<file path="config.mk">
export PLATFORM = sky130hd
export DESIGN_NAME = logic_unit_arbiter
export DESIGN_NICKNAME = d
export VERILOG_FILES = /design/src/rtl/logic_arb_pkg.sv /design/src/rtl/logic_unit_arbiter_bitwise.sv /design/src/rtl/logic_unit_arbiter.sv
export SDC_FILE = /design/constraint.sdc
export NUM_CORES = 1
export LEC_CHECK = 0
export ABC_AREA = 1
export CORE_MARGIN = 2
export CORE_UTILIZATION = 60
export DETAILED_ROUTE_END_ITERATION = 7
export DONT_BUFFER_PORTS = 1
export PLACE_DENSITY_LB_ADDON = 0.3
export SYNTH_ARGS = -nofsm -noshare
export SYNTH_HDL_FRONTEND = slang
export SYNTH_HIERARCHICAL = 1
export SYNTH_SLANG_ARGS = --single-unit
</file>
<file path="constraint.sdc">
create_clock -name clk -period 1.9 [get_ports clk]
set_input_delay 0.285 -clock clk [delete_from_list [all_inputs] [get_ports clk]]
set_output_delay 0.285 -clock clk [all_outputs]
set_load 0.005 [all_outputs]
</file>
<file path="src/rtl/logic_arb_pkg.sv">
// Shared types for the logic unit arbiter: opcode and FSM state encodings.
package logic_arb_pkg;

  typedef enum logic [1:0] {
    OP_AND = 2'd0,
    OP_OR  = 2'd1,
    OP_XOR = 2'd2,
    OP_NOT = 2'd3
  } op_t;

  typedef enum logic [1:0] {
    S_IDLE = 2'd0,
    S_EXEC = 2'd1,
    S_DONE = 2'd2
  } state_t;

endpackage

</file>
<file path="src/rtl/logic_unit_arbiter_bitwise.sv">
// Combinational N-bit bitwise unit (AND/OR/XOR/NOT A), one slice per bit.
// LOGIC_UNIT_ARB_XOR_EN: when undefined, opcode 2 aliases to OR and no XOR gates exist.
module bitwise_unit
  import logic_arb_pkg::*;
#(
  parameter int N = 4
) (
  input  op_t          op,
  input  logic [N-1:0] a,
  input  logic [N-1:0] b,
  output logic [N-1:0] y
);

  for (genvar i = 0; i < N; i++) begin : g_bit
    logic yb;
    always_comb begin
      yb = 1'b0;
      case (op)
        OP_AND: yb = a[i] & b[i];
        OP_OR:  yb = a[i] | b[i];
`ifdef LOGIC_UNIT_ARB_XOR_EN
        OP_XOR: yb = a[i] ^ b[i];
`else
        OP_XOR: yb = a[i] | b[i];
`endif
        OP_NOT: yb = ~a[i];
        default: yb = 1'b0;
      endcase
    end
    assign y[i] = yb;
  end

endmodule

</file>
<file path="src/rtl/logic_unit_arbiter.sv">
// Round-robin arbiter sharing one bitwise unit among REQ requesters.
// Build option LOGIC_UNIT_ARB_XOR_EN enables a real XOR for opcode 2.
module logic_unit_arbiter
  import logic_arb_pkg::*;
#(
  parameter  int N   = 4,
  parameter  int REQ = 4,
  localparam int IDW = $clog2(REQ)
) (
  input  logic               clk,
  input  logic               rst,
  input  logic [REQ-1:0]     req_valid,
  output logic [REQ-1:0]     req_ready,
  input  logic [2*REQ-1:0]   req_op,
  input  logic [N*REQ-1:0]   req_a,
  input  logic [N*REQ-1:0]   req_b,
  output logic               res_valid,
  input  logic               res_ready,
  output logic [N-1:0]       res_data,
  output logic [IDW-1:0]     res_id,
  output logic               busy
);

  state_t         state, state_nxt;
  logic [IDW-1:0] ptr, win, ptr_nxt, id_q;
  logic [IDW:0]   sum;
  logic           found, hs;
  op_t            op_q;
  logic [N-1:0]   a_q, b_q, y;

  // First valid requester at or above ptr, wrapping at REQ-1 -> 0.
  always_comb begin
    found = 1'b0;
    win   = '0;
    sum   = '0;
    for (int k = 0; k < REQ; k++) begin
      sum = {1'b0, ptr} + (IDW+1)'(k);
      if (sum >= (IDW+1)'(REQ)) sum = sum - (IDW+1)'(REQ);
      if (!found && req_valid[sum[IDW-1:0]]) begin
        found = 1'b1;
        win   = sum[IDW-1:0];
      end
    end
  end

  assign hs        = found && (state == S_IDLE) && !rst;
  assign req_ready = hs ? (REQ'(1) << win) : '0;
  assign ptr_nxt   = (win == IDW'(REQ-1)) ? '0 : win + 1'b1;
  assign res_valid = (state == S_DONE);
  assign busy      = (state != S_IDLE);

  always_comb begin
    state_nxt = state;
    case (state)
      S_IDLE:  if (hs) state_nxt = S_EXEC;
      S_EXEC:  state_nxt = S_DONE;
      S_DONE:  if (res_ready) state_nxt = S_IDLE;
      default: state_nxt = S_IDLE;
    endcase
  end

  always_ff @(posedge clk) begin
    if (rst) begin
      state    <= S_IDLE;
      ptr      <= '0;
      op_q     <= OP_AND;
      a_q      <= '0;
      b_q      <= '0;
      id_q     <= '0;
      res_data <= '0;
      res_id   <= '0;
    end else begin
      state <= state_nxt;
      if (hs) begin
        op_q <= op_t'(req_op[2*win +: 2]);
        a_q  <= req_a[N*win +: N];
        b_q  <= req_b[N*win +: N];
        id_q <= win;
        ptr  <= ptr_nxt;
      end
      // Result is captured once in EXEC and then held through DONE.
      if (state == S_EXEC) begin
        res_data <= y;
        res_id   <= id_q;
      end
    end
  end

  bitwise_unit #(.N(N)) u_bitwise (
    .op (op_q),
    .a  (a_q),
    .b  (b_q),
    .y  (y)
  );

endmodule

</file>
==> results_tabular.tex, run 1 <==
\begin{tabular}{lr}
\hline
Metric & Value \\
\hline
\multicolumn{2}{l}{\textbf{Timing}} \\
Final critical path time including I/O delays and setup & 2.149 ns \\
Final count of pins violating max slew & 0 \\
RSZ-0062 raised after global routing & true \\
Final cycle utilization of the critical path & 1.131 \\
Final critical-path setup slack & -0.2488 ns \\
Max frequency & 465.4 MHz \\
Post-Route Setup TNS & -2.391 ns \\
Worst hold slack & 0.02165 ns \\
Finish-stage setup viols & 14 \\
Transition time at the pin with the least slew margin & 0.4161 ns \\
Slew Limit Headroom & 0.7216 \\
Endpoints failing hold & 0 \\
Setup clock skew after layout & 0.002701 ns \\
\multicolumn{2}{l}{\textbf{Power and ir drop}} \\
Clock power frac & 0.092 \\
Combinational group share of total power & 0.701 \\
Proportion of power drawn by flip-flops and latches & 0.206 \\
Leakage power & 1.201 nW \\
Power density over cell area & 1769 nW/µm² \\
Worst VDD drop & 1.368 mV \\
Switching power & 1.919 mW \\
Switching share of power & 0.4908 \\
Internal portion of total power & 1.991 mW \\
\multicolumn{2}{l}{\textbf{Place}} \\
Detail Placement HPWL & 3.019 mm \\
Placed Area & 1809 µm² \\
Port bufs & 0 \\
Gpl congestion & 0.9088 \\
\multicolumn{2}{l}{\textbf{Clock network}} \\
Root Buffer Master & sky130\_fd\_sc\_hd\_\_clkbuf\_4 \\
Max Root-Sink Buffers & 2 \\
TritonCTS clock tree & built \\
Level count of the clock H-tree & 1 \\
Clock transition at the register clock pins on the worst setup and hold paths after CTS & 0.13 ns \\
Cts bufs inserted & 3 \\
CTS Sinks & 22 \\
Worst-skew pair later-pin latency & 0.31 ns \\
\multicolumn{2}{l}{\textbf{Critical path}} \\
Kind of start point of the critical path & register \\
Largest delay contributor family on the critical path & simple AND/OR/NAND/NOR gates \\
Peak per-stage delay on the critical path & 0.39 ns \\
CP Capture Type & output port \\
Cell-by-cell trace of the critical path & inv\_2 > nand2\_1 > nand2\_2 > nand2\_1 > nand2\_2 > nor2\_4 > nand3\_4 > nand3\_2 > nor2\_4 > inv\_2 > nor2\_2 \\
Crit-path slowest cell & sky130\_fd\_sc\_hd\_\_dfxtp\_4 \\
Startpoint of the worst register-to-register path & ptr[0]\$\_SDFFE\_PP0P\_ \\
WP data required & 1.62 ns \\
CP Data Arrival Time & 1.86 ns \\
Worst Path Max Fanout & 5 \\
CP Class & register to output port \\
Number of buffer and inverter instances along the worst setup path & 2 \\
Beginning of the critical path & ptr[1]\$\_SDFFE\_PP0P\_ \\
\multicolumn{2}{l}{\textbf{Cells and area}} \\
Fraction of final layout cells with drive strength greater than 1 & 0.2584 \\
Cell area after layout & 2211 µm² \\
Inserted Diodes & 0 \\
Final Net Count & 379 \\
Area growth syn-to-layout & 24.26\% \\
Final core occ & 0.7949 \\
\multicolumn{2}{l}{\textbf{Logic synthesis}} \\
Count of synthesis-stage warnings from yosys & 6 \\
Sequential element share of the synthesized area & 0.2475 \\
Number of synthesized register bits & 22 \\
Most frequently used flop master after synthesis & sky130\_fd\_sc\_hd\_\_dfxtp\_1 \\
Post-Syn Area & 1779 µm² \\
Cells after synthesis & 312 \\
Avg Cell Area, Syn & 5.703 µm² \\
Leading post-synthesis cells by cell area & sky130\_fd\_sc\_hd\_\_dfxtp\_1 25\%, sky130\_fd\_sc\_hd\_\_nand2\_1 23\%, sky130\_fd\_sc\_hd\_\_nand3\_1 13\% \\
Library cell with the largest summed area after synthesis & sky130\_fd\_sc\_hd\_\_dfxtp\_1 \\
Count of different cell masters after synthesis & 25 \\
Area fraction of the dominant cell type after synthesis & 0.2475 \\
Post-synth EDFFs & 0 \\
Async S/R FF share, synth & 0 \\
Number of nets in the synthesized netlist & 361 \\
\multicolumn{2}{l}{\textbf{Outcome}} \\
Outcome & finished with violations \\
Violated checks & setup timing \\
\multicolumn{2}{l}{\textbf{Global routing}} \\
Initial antenna violation count & 0 \\
Number of global-route vias before repair & 1648 \\
Global-route wire length before repair & 7.072 mm \\
Maximum number of pins on one net before global-route repair & 20 \\
Total gr overflow & 0 \\
Gr usage total & 0.2669 \\
\multicolumn{2}{l}{\textbf{Drt}} \\
Wire length reported by the detailed router & 5.207 mm \\
Average wire per cell in the routed design & 14.46 µm \\
Via count & 2054 \\
Number of detailed-route iterations in the first pass & 4 \\
Number of design rule violations left after detail routing & 0 \\
Number of nets still failing antenna checks after routing & 0 \\
Number of DRC markers after the initial detailed-route iteration & 162 \\
Average vias per placed instance & 5.706 \\
\multicolumn{2}{l}{\textbf{Floorplan}} \\
Die boundary width & 58.46 µm \\
Top-level port count & 59 \\
Total die area & 3417 µm² \\
Initial core utilization & 0.6397 \\
Height of the die & 58.46 µm \\
Number of rows in the core area & 19 \\
Floorplan Core Area & 2781 µm² \\
\multicolumn{2}{l}{\textbf{Worst hold path}} \\
Worst min-delay path category & primary input to register \\
Hold path start & rst \\
\multicolumn{2}{l}{\textbf{Job}} \\
Max capacitance violation total & 0 \\
\hline
\end{tabular}
## routing by layer
metal / part of all wire / vias to the layer above / global-route usage / wire length (µm)
met1: 0.38 / 927 / 0.3410 / 1963
met3: 0.081 / 28 / 0.04615 / 422
li1: - / 993 / - / -
met2: 0.50 / 106 / 0.4623 / 2593
met4: 0.044 / 0 / 0.06977 / 227
met5: 0 / - / 0 / 0
## power groups by stage
stage          sequential, mW  clock (mW)  combinational [mW]
2_1_floorplan           0.762           0                1.60
3_3_place_gp            0.795           0                1.88
3_5_place_dp            0.796           0                1.89
4_1_cts                 0.797       0.369                2.14
5_1_grt                 0.834       0.388                3.00
6_report                0.807       0.361                2.74
## layout by cell type (no fill, tap or decap), types with 2 or more instances in the layout
master / netlist / routed
sky130_fd_sc_hd__nand3_1: 46 / 44
sky130_fd_sc_hd__dfxtp_1: 22 / 20
sky130_fd_sc_hd__nand2_1: 108 / 87
sky130_fd_sc_hd__nor2_4: 1 / 6
sky130_fd_sc_hd__ha_1: 2 / 2
sky130_fd_sc_hd__o21ai_1: 5 / 4
sky130_fd_sc_hd__buf_6: 5 / 3
sky130_fd_sc_hd__buf_4: 8 / 21
sky130_fd_sc_hd__nor2_2: 3 / 2
sky130_fd_sc_hd__o21ai_0: 7 / 7
sky130_fd_sc_hd__dfxtp_4: 0 / 2
sky130_fd_sc_hd__nand3_2: 3 / 4
sky130_fd_sc_hd__inv_2: 3 / 6
sky130_fd_sc_hd__nand4_1: 2 / 2
sky130_fd_sc_hd__clkbuf_4: 0 / 3
sky130_fd_sc_hd__nand2_2: 7 / 16
sky130_fd_sc_hd__inv_1: 52 / 47
sky130_fd_sc_hd__nand2_4: 0 / 12
sky130_fd_sc_hd__a21oi_1: 10 / 10
sky130_fd_sc_hd__clkbuf_16: 0 / 2
sky130_fd_sc_hd__nor2_1: 19 / 15
## flip-flops by register name, summed over array words and instances, names as in the netlist
register and cells:
state 2, b_q 4, res_id 2, id_q 2, a_q 4, res_data 4
ptr 2, op_q 2
## synth_stat cells, types with 2 or more instances
cell type / n
sky130_fd_sc_hd__dfxtp_1: 22
sky130_fd_sc_hd__inv_2: 3
sky130_fd_sc_hd__buf_4: 8
sky130_fd_sc_hd__inv_1: 52
sky130_fd_sc_hd__nand3_1: 46
sky130_fd_sc_hd__o21ai_0: 7
sky130_fd_sc_hd__o21ai_1: 5
sky130_fd_sc_hd__nor2_2: 3
sky130_fd_sc_hd__nand2_1: 108
sky130_fd_sc_hd__nand3_2: 3
sky130_fd_sc_hd__nand4_1: 2
sky130_fd_sc_hd__nand2_2: 7
sky130_fd_sc_hd__ha_1: 2
sky130_fd_sc_hd__nor2_1: 19
sky130_fd_sc_hd__buf_6: 5
sky130_fd_sc_hd__a21oi_1: 10
sky130_fd_sc_hd__buf_2: 2
## kinds of logic after synthesis
kind of cell             Yosys count  share of synthesized area
flip-flops                        22                     0.2475
AO/OA/AOI/OAI                     26                    0.07947
AND/OR/NAND/NOR                  191                     0.4698
buffers and inverters             71                     0.1892
adder cells (fa/ha/maj)            2                    0.01406
## area by class of cell
type / count / area, µm²
fill: 203 / 570.5
clock buffer: 3 / 22.52
sequential: 22 / 447.9
timing repair buffer: 28 / 271.5
tap: 31 / 38.79
clock inverter: 1 / 30.03
inverter: 56 / 217.7
multi-input combinational: 219 / 1182
## metrics by stage
step | power, mW | cells | worst slack [ns]
global route | 4.225 | 360 | -0.3727
detailed placement | 2.688 | 342 | -0.01143
global placement | 2.675 | 342 | 0.008240
finish | 3.910 | 360 | -0.2488
floorplan | 2.363 | 312 | 0.1619
CTS | 3.308 | 353 | -0.2008
## worst paths after layout
| kind | end | slack, ns | cells after the start |
|---|---|---|---|
| hold / removal | op_q[0]$_SDFFE_PP0P_ | 0.02 | 1 |
| setup / recovery | req_ready[3] | -0.25 | 11 |
| hold reg to reg | res_id[0]$_SDFFE_PP0N_ | 0.48 | 2 |
| setup reg to reg | a_q[3]$_SDFFE_PP0P_ | -0.18 | 15 |
## timing repair
item	4_1_cts	5_1_grt
buffers inserted	7	5
endpoints found under the hold margin	0	4
gates resized for setup	26	37
pin swaps	10	17
hold buffers	0	1
gates cloned	0	2
setup endpoints to repair	4	14
No activity file was read; power rests on OpenSTA's default activity.
==> run 2: changes to the inputs <==
--- a/config.mk
+++ b/config.mk
@@ -6,7 +6,7 @@
 export NUM_CORES = 1
 export LEC_CHECK = 0
 export ABC_AREA = 1
-export CORE_MARGIN = 2
+export CORE_MARGIN = 8
 export CORE_UTILIZATION = 60
 export DETAILED_ROUTE_END_ITERATION = 7
 export DONT_BUFFER_PORTS = 1
==> results_tabular.tex, run 2 (synthesis results as in run 1) <==
\begin{tabular}{lr}
\hline
Metric & Value \\
\hline
\multicolumn{2}{l}{\textbf{Outcome}} \\
Outcome & finished with violations \\
Violated checks & DRC, setup timing \\
\multicolumn{2}{l}{\textbf{Cells and area}} \\
Area growth syn-to-layout & 20.25\% \\
Fill cell instance count of the final layout & 214 (+5.4\%) \\
Final non-filler cell total & 351 (-2.5\%) \\
Area occupied by multi-input gates & 1195 µm² (+1.1\%) \\
Final Net Count & 370 (-2.4\%) \\
Cell area after layout & 2140 µm² (-3.2\%) \\
Registers with the most flip-flops & a\_q (4), b\_q (4), res\_data (4) \\
Area taken by flip-flops and latches & 447.9 µm² (unchanged) \\
Inserted Diodes & 0 (unchanged) \\
Top library cells by usage in the layout, fill and taps aside & 87 x sky130\_fd\_sc\_hd\_\_nand2\_1, 47 x sky130\_fd\_sc\_hd\_\_inv\_1, 43 x sky130\_fd\_sc\_hd\_\_nand3\_1 \\
Fraction of final layout cells with drive strength greater than 1 & 0.2406 (-0.01773) \\
Most common cell after layout, fill and taps aside & sky130\_fd\_sc\_hd\_\_nand2\_1 \\
\multicolumn{2}{l}{\textbf{Timing}} \\
Final critical-path setup slack & -0.2989 ns (-0.05015 ns) \\
Final critical path time including I/O delays and setup & 2.199 ns (+0.05015 ns) \\
Final cycle utilization of the critical path & 1.157 (+0.02639) \\
Final count of pins violating max slew & 0 (unchanged) \\
Endpoints failing hold & 0 (unchanged) \\
Worst hold slack & 0.01247 ns (-0.009173 ns) \\
Finish-stage setup viols & 14 (unchanged) \\
Max frequency & 454.8 MHz (-2.3\%) \\
Slew Limit Headroom & 0.7275 (+0.005977) \\
Transition time at the pin with the least slew margin & 0.4072 ns (-0.008933 ns) \\
Setup clock skew after layout & 0.004364 ns (+0.001663 ns) \\
RSZ-0062 raised after global routing & true \\
\multicolumn{2}{l}{\textbf{Critical path}} \\
WP data required & 1.62 ns (about the same) \\
CP Capture Type & output port \\
Peak per-stage delay on the critical path & 0.40 ns (about the same) \\
Cell repeated most along the worst path & sky130\_fd\_sc\_hd\_\_nand2\_2 \\
Worst Path Max Fanout & 7 (+2) \\
CP Class & register to output port \\
Number of buffer and inverter instances along the worst setup path & 2 (unchanged) \\
Reg-to-reg slack, setup & -0.17 ns (about the same) \\
Largest delay contributor family on the critical path & simple AND/OR/NAND/NOR gates \\
Cell-by-cell trace of the critical path & inv\_4 > nand2\_1 > nand2\_2 > nand2\_2 > nand2\_4 > nand2\_2 > nand2\_2 > nor2\_4 > nand2\_4 > nand2\_4 > nor2\_4 > inv\_2 > nor3\_4 \\
Crit-path slowest cell & sky130\_fd\_sc\_hd\_\_dfxtp\_4 \\
Kind of start point of the critical path & register \\
CP Data Arrival Time & 1.91 ns (+0.05 ns) \\
\multicolumn{2}{l}{\textbf{Clock network}} \\
Cts bufs inserted & 3 (unchanged) \\
Worst-skew pair later-pin latency & 0.32 ns (about the same) \\
Level count of the clock H-tree & 1 (unchanged) \\
TritonCTS clock tree & built \\
CTS Sinks & 22 (unchanged) \\
Max Root-Sink Buffers & 2 (unchanged) \\
Clock transition at the register clock pins on the worst setup and hold paths after CTS & 0.13 ns (about the same) \\
Root Buffer Master & sky130\_fd\_sc\_hd\_\_clkbuf\_4 \\
\multicolumn{2}{l}{\textbf{Place}} \\
Gpl congestion & 0.8938 (-1.7\%) \\
Detail Placement HPWL & 3.397 mm (+13\%) \\
Placed Area & 1792 µm² (-0.97\%) \\
Setup slack after placement & 0.006946 ns (+0.01837 ns) \\
Port bufs & 0 (unchanged) \\
Cell count after placement & 338 (-1.2\%) \\
\multicolumn{2}{l}{\textbf{Power and ir drop}} \\
Leakage power & 1.150 nW (-4.2\%) \\
Power density over cell area & 1756 nW/µm² (-0.74\%) \\
Worst VDD drop & 1.606 mV (+17\%) \\
\multicolumn{2}{l}{\textbf{Job}} \\
Max capacitance violation total & 0 (unchanged) \\
\multicolumn{2}{l}{\textbf{Floorplan}} \\
Number of rows in the core area & 19 (unchanged) \\
Die boundary width & 70.46 µm (+21\%) \\
Top-level port count & 59 (unchanged) \\
Floorplan Core Area & 2781 µm² (unchanged) \\
Initial core utilization & 0.6397 (unchanged) \\
Height of the die & 70.46 µm (+21\%) \\
Total die area & 4964 µm² (+45\%) \\
\multicolumn{2}{l}{\textbf{Drt}} \\
Number of design rule violations left after detail routing & 1 (+1) \\
Number of DRC markers after the initial detailed-route iteration & 252 (+56\%) \\
Number of nets still failing antenna checks after routing & 0 (unchanged) \\
Via count & 2021 (-1.6\%) \\
Number of detailed-route iterations in the first pass & 8 (+4) \\
Wire length reported by the detailed router & 5.862 mm (+13\%) \\
Average vias per placed instance & 5.758 (+0.92\%) \\
Average wire per cell in the routed design & 16.70 µm (+15\%) \\
\multicolumn{2}{l}{\textbf{Global routing}} \\
Global-route wire length before repair & 8.424 mm (+19\%) \\
Maximum number of pins on one net before global-route repair & 20 (unchanged) \\
Gr usage total & 0.1966 (-0.07026) \\
Total gr overflow & 0 (unchanged) \\
Initial antenna violation count & 0 (unchanged) \\
Number of global-route vias before repair & 1943 (+18\%) \\
\multicolumn{2}{l}{\textbf{Worst hold path}} \\
Worst min-delay path category & primary input to register \\
\hline
\end{tabular}
[run 2: changes by cell type in the layout (fill, tap and decap cells not counted), sizes merged]
cell and delta:
buf -7, clkbuf -2
[run 2: per-layer routing]
metal,GRT usage,wire length (µm),vias to the layer above
met5,0,0,-
met4,0.07143,194,0
met3,0.04661,470,20
met2,0.3270,2926,112
met1,0.2377,2270,914
li1,-,-,975
[run 2: worst paths after layout]
kind | from | endpoint | depth (start not counted)
worst max register to register | ptr[1]$_SDFFE_PP0P_ | a_q[3]$_SDFFE_PP0P_ | 17
worst min-delay path | rst | b_q[1]$_SDFFE_PP0P_ | 1
worst max-delay path | ptr[1]$_SDFFE_PP0P_ | req_ready[0] | 13
worst min register to register | id_q[0]$_SDFFE_PP0P_ | res_id[0]$_SDFFE_PP0N_ | 2
[run 2: through the flow]
stage / setup TNS, ns / power (mW) / util
final: -2.378 / 3.756 / 0.7692
after global routing: -3.548 / 4.031 / 0.7692
after CTS: -0.5847 / 3.362 / 0.7215
after detailed placement: 0 / 2.690 / 0.6442
after global placement: 0 / 2.657 / 0.6442
after floorplan: 0 / 2.363 / -
[run 2: final cells by class]
class,count,area share
well taps,31,0.01813
clock buffers,3,0.01053
multi-input cells,219,0.5585
inverters,56,0.1029
flip-flops and latches,22,0.2094
repair buffers,19,0.08655
clock inverters,1,0.01404
[run 2: report_power, final]
part           total, mW  switching (mW)  leakage, nW  internal (mW)
registers          0.823           0.170        0.183          0.653
clock network      0.369           0.155       0.0279          0.213
logic               2.56            1.61        0.940          0.953
total               3.76            1.94         1.15           1.82
[run 2: timing repair]
item | 4_1_cts | 5_1_grt
endpoints found under the hold margin | 0 | 1
gates resized for setup | 42 | 26
hold buffers | 0 | 1
buffers inserted | 6 | 2
setup endpoints to repair | 4 | 14
pin swaps | 18 | 17
==> run 3: changes to the inputs <==
--- a/config.mk
+++ b/config.mk
@@ -11,6 +11,7 @@
 export DETAILED_ROUTE_END_ITERATION = 7
 export DONT_BUFFER_PORTS = 1
 export PLACE_DENSITY_LB_ADDON = 0.3
+export SKIP_LAST_GASP = 1
 export SYNTH_ARGS = -nofsm -noshare
 export SYNTH_HDL_FRONTEND = slang
 export SYNTH_HIERARCHICAL = 1
==> constraint.sdc (replaced) <==
create_clock -name clk -period 2.2 [get_ports clk]
set_input_delay 0.33 -clock clk [delete_from_list [all_inputs] [get_ports clk]]
set_output_delay 0.33 -clock clk [all_outputs]
set_load 0.005 [all_outputs]
==> results_tabular.tex, run 3 (synthesis results as in run 1) <==
\begin{tabular}{lr}
\hline
Metric & Value \\
\hline
\multicolumn{2}{l}{\textbf{Place}} \\
Setup slack after placement & 0.2561 ns (+0.2491 ns) \\
Port bufs & 0 (unchanged) \\
Detail Placement HPWL & 3.364 mm (-0.97\%) \\
Gpl congestion & 0.9114 (+2.0\%) \\
Placed Area & 1744 µm² (-2.7\%) \\
\multicolumn{2}{l}{\textbf{Critical path}} \\
Crit-path slowest cell & sky130\_fd\_sc\_hd\_\_dfxtp\_4 \\
CP Class & register to output port \\
Worst Path Max Fanout & 4 (-3) \\
WP data required & 1.87 ns (+0.25 ns) \\
Kind of start point of the critical path & register \\
CP Capture Type & output port \\
Reg-to-reg slack, setup & 0.26 ns (+0.43 ns) \\
Critical R2R Capture & a\_q[3]\$\_SDFFE\_PP0P\_ \\
Peak per-stage delay on the critical path & 0.40 ns (about the same) \\
End point of the critical path & req\_ready[0] \\
Beginning of the critical path & ptr[0]\$\_SDFFE\_PP0P\_ \\
Startpoint of the worst register-to-register path & ptr[0]\$\_SDFFE\_PP0P\_ \\
Cell-by-cell trace of the critical path & clkinvlp\_4 > nand2\_2 > nand2\_4 > nand2\_4 > nand2\_2 > nor2\_2 > nand3\_2 > nand2\_2 > nand2\_4 > nor2\_4 > inv\_2 > nor3\_4 \\
CP Data Arrival Time & 1.87 ns (-0.04 ns) \\
Length in cells of the worst reg-to-reg path & 15 (-2) \\
\multicolumn{2}{l}{\textbf{Timing}} \\
Final cycle utilization of the critical path & 0.9997 \\
Final count of pins violating max slew & 0 (unchanged) \\
Worst hold slack & 0.06183 ns (+0.04936 ns) \\
Final critical-path setup slack & 0.0005631 ns (+0.2995 ns) \\
Slew Limit Headroom & 0.7370 (+0.009458) \\
Finish-stage setup viols & 0 (-14) \\
Transition time at the pin with the least slew margin & 0.3931 ns (-0.01414 ns) \\
Setup clock skew after layout & 0.007601 ns (+0.003237 ns) \\
Endpoints failing hold & 0 (unchanged) \\
Max frequency & 454.7 MHz \\
Final critical path time including I/O delays and setup & 2.199 ns \\
RSZ-0062 raised after global routing & true \\
\multicolumn{2}{l}{\textbf{Power and ir drop}} \\
Combinational group share of total power & 0.647 (-0.036) \\
Worst VDD drop & 1.034 mV (-36\%) \\
Proportion of power drawn by flip-flops and latches & 0.246 (+0.027) \\
Switching power & 1.437 mW (-26\%) \\
Switching share of power & 0.5023 (-0.01344) \\
Overall power & 2.860 mW (-24\%) \\
Clock power frac & 0.107 (+0.009) \\
Internal portion of total power & 1.424 mW (-22\%) \\
Leakage power & 1.080 nW (-6.1\%) \\
Power density over cell area & 1446 nW/µm² (-18\%) \\
\multicolumn{2}{l}{\textbf{Cells and area}} \\
Most common cell after layout, fill and taps aside & sky130\_fd\_sc\_hd\_\_nand2\_1 \\
Final Net Count & 366 (-1.1\%) \\
Top library cells by usage in the layout, fill and taps aside & 91 x sky130\_fd\_sc\_hd\_\_nand2\_1, 50 x sky130\_fd\_sc\_hd\_\_inv\_1, 45 x sky130\_fd\_sc\_hd\_\_nand3\_1 \\
Cell area after layout & 1978 µm² (-7.5\%) \\
Registers with the most flip-flops & a\_q (4), b\_q (4), res\_data (4) \\
Fraction of final layout cells with drive strength greater than 1 & 0.2025 (-0.03809) \\
Inserted Diodes & 0 (unchanged) \\
Final core occ & 0.7112 (-0.05803) \\
Area growth syn-to-layout & 11.18\% \\
\multicolumn{2}{l}{\textbf{Drt}} \\
Wire length reported by the detailed router & 4.656 mm (-21\%) \\
Average vias per placed instance & 5.392 (-6.4\%) \\
Number of design rule violations left after detail routing & 0 (-1) \\
Number of detailed-route iterations in the first pass & 5 (-3) \\
Average wire per cell in the routed design & 13.42 µm (-20\%) \\
Number of DRC markers after the initial detailed-route iteration & 134 (-47\%) \\
Number of nets still failing antenna checks after routing & 0 (unchanged) \\
Via count & 1871 (-7.4\%) \\
\multicolumn{2}{l}{\textbf{Global routing}} \\
Met1 track utilization from global routing & 0.2209 (-0.01688) \\
Maximum number of pins on one net before global-route repair & 21 (+5.0\%) \\
Most utilized layer in the global route result & met2 \\
GR Layer Usage met2 & 0.2928 (-0.03421) \\
Met3 global-route usage & 0.04379 (-0.002825) \\
Number of global-route vias before repair & 1763 (-9.3\%) \\
Total gr overflow & 0 (unchanged) \\
Gr usage total & 0.1780 (-0.01863) \\
Initial antenna violation count & 0 (unchanged) \\
Global-route wire length before repair & 7.624 mm (-9.5\%) \\
\multicolumn{2}{l}{\textbf{Floorplan}} \\
Total die area & 4964 µm² (unchanged) \\
Floorplan Core Area & 2781 µm² (unchanged) \\
Die boundary width & 70.46 µm (unchanged) \\
Initial core utilization & 0.6397 (unchanged) \\
Top-level port count & 59 (unchanged) \\
Height of the die & 70.46 µm (unchanged) \\
Number of rows in the core area & 19 (unchanged) \\
\multicolumn{2}{l}{\textbf{Clock network}} \\
Root Buffer Master & sky130\_fd\_sc\_hd\_\_clkbuf\_4 \\
CTS Sinks & 22 (unchanged) \\
TritonCTS clock tree & built \\
Clock transition at the register clock pins on the worst setup and hold paths after CTS & 0.12 ns (about the same) \\
Cts bufs inserted & 3 (unchanged) \\
Worst-skew pair later-pin latency & 0.31 ns (about the same) \\
Max Root-Sink Buffers & 2 (unchanged) \\
Level count of the clock H-tree & 1 (unchanged) \\
\multicolumn{2}{l}{\textbf{Job}} \\
Max capacitance violation total & 0 (unchanged) \\
\multicolumn{2}{l}{\textbf{Worst hold path}} \\
Worst min-delay path category & primary input to register \\
\multicolumn{2}{l}{\textbf{Outcome}} \\
Outcome & finished, final reports clean \\
\hline
\end{tabular}
-- run 3: power by group through the flow --
stage | combinational, mW | sequential [mW] | clock [mW]
floorplan | 1.38 | 0.658 | 0
global placement | 1.52 | 0.688 | 0
detailed placement | 1.54 | 0.694 | 0
CTS | 1.57 | 0.685 | 0.314
global route | 2.08 | 0.728 | 0.334
finish | 1.85 | 0.702 | 0.307
-- run 3: how the worst min path moves through the flow --
| stage | startpoint | to | cells after the start |
|---|---|---|---|
| 6_report | rst | op_q[1]$_SDFFE_PP0P_ | 1 |
| 5_1_grt | rst | op_q[1]$_SDFFE_PP0P_ | 1 |
| 3_3_place_gp | rst | op_q[1]$_SDFFE_PP0P_ | 1 |
| 3_5_place_dp | rst | op_q[1]$_SDFFE_PP0P_ | 1 |
| 4_1_cts | rst | op_q[1]$_SDFFE_PP0P_ | 1 |
| 2_1_floorplan | rst | state[1]$_SDFFE_PP0P_ | 1 |
-- run 3: repair_timing --
item                       4_1_cts  5_1_grt
gates resized for setup          2       39
pin swaps                        1       13
setup buffers                    1        6
setup endpoints to repair        3        4
hold buffers                     0        0
gates cloned                     0        1
-- run 3: metal layers --
metal	vias to the layer above	routed length, µm
met3	8	276
met2	59	2328
li1	968	-
met4	0	52
met5	-	0
met1	836	1999
-- run 3: final cells by class --
type                            instances  area [µm²]
Multi-Input combinational cell        219        1106
Fill cell                             233       803.3
Sequential cell                        22       447.9
Inverter                               56       212.7
Timing Repair Buffer                   14       112.6
Tap cell                               31       38.79
Clock inverter                          1       30.03
Clock buffer                            3       22.52
Timing Repair inverter                  1       7.507
-- run 3: stage by stage --
| step | setup TNS [ns] | std cells |
|---|---|---|
| CTS | -0.03684 | 340 |
| global placement | 0 | 335 |
| floorplan | 0 | 312 |
| detailed placement | 0 | 335 |
| finish | 0 | 347 |
| global route | -0.3927 | 347 |
-- run 3: worst max-delay path, delay by kind of cell (launching register included) --
kind	cells	cell delay (ns)
and+or+nand+nor	10	0.98
DFF	1	0.40
buffers and inverters	2	0.19
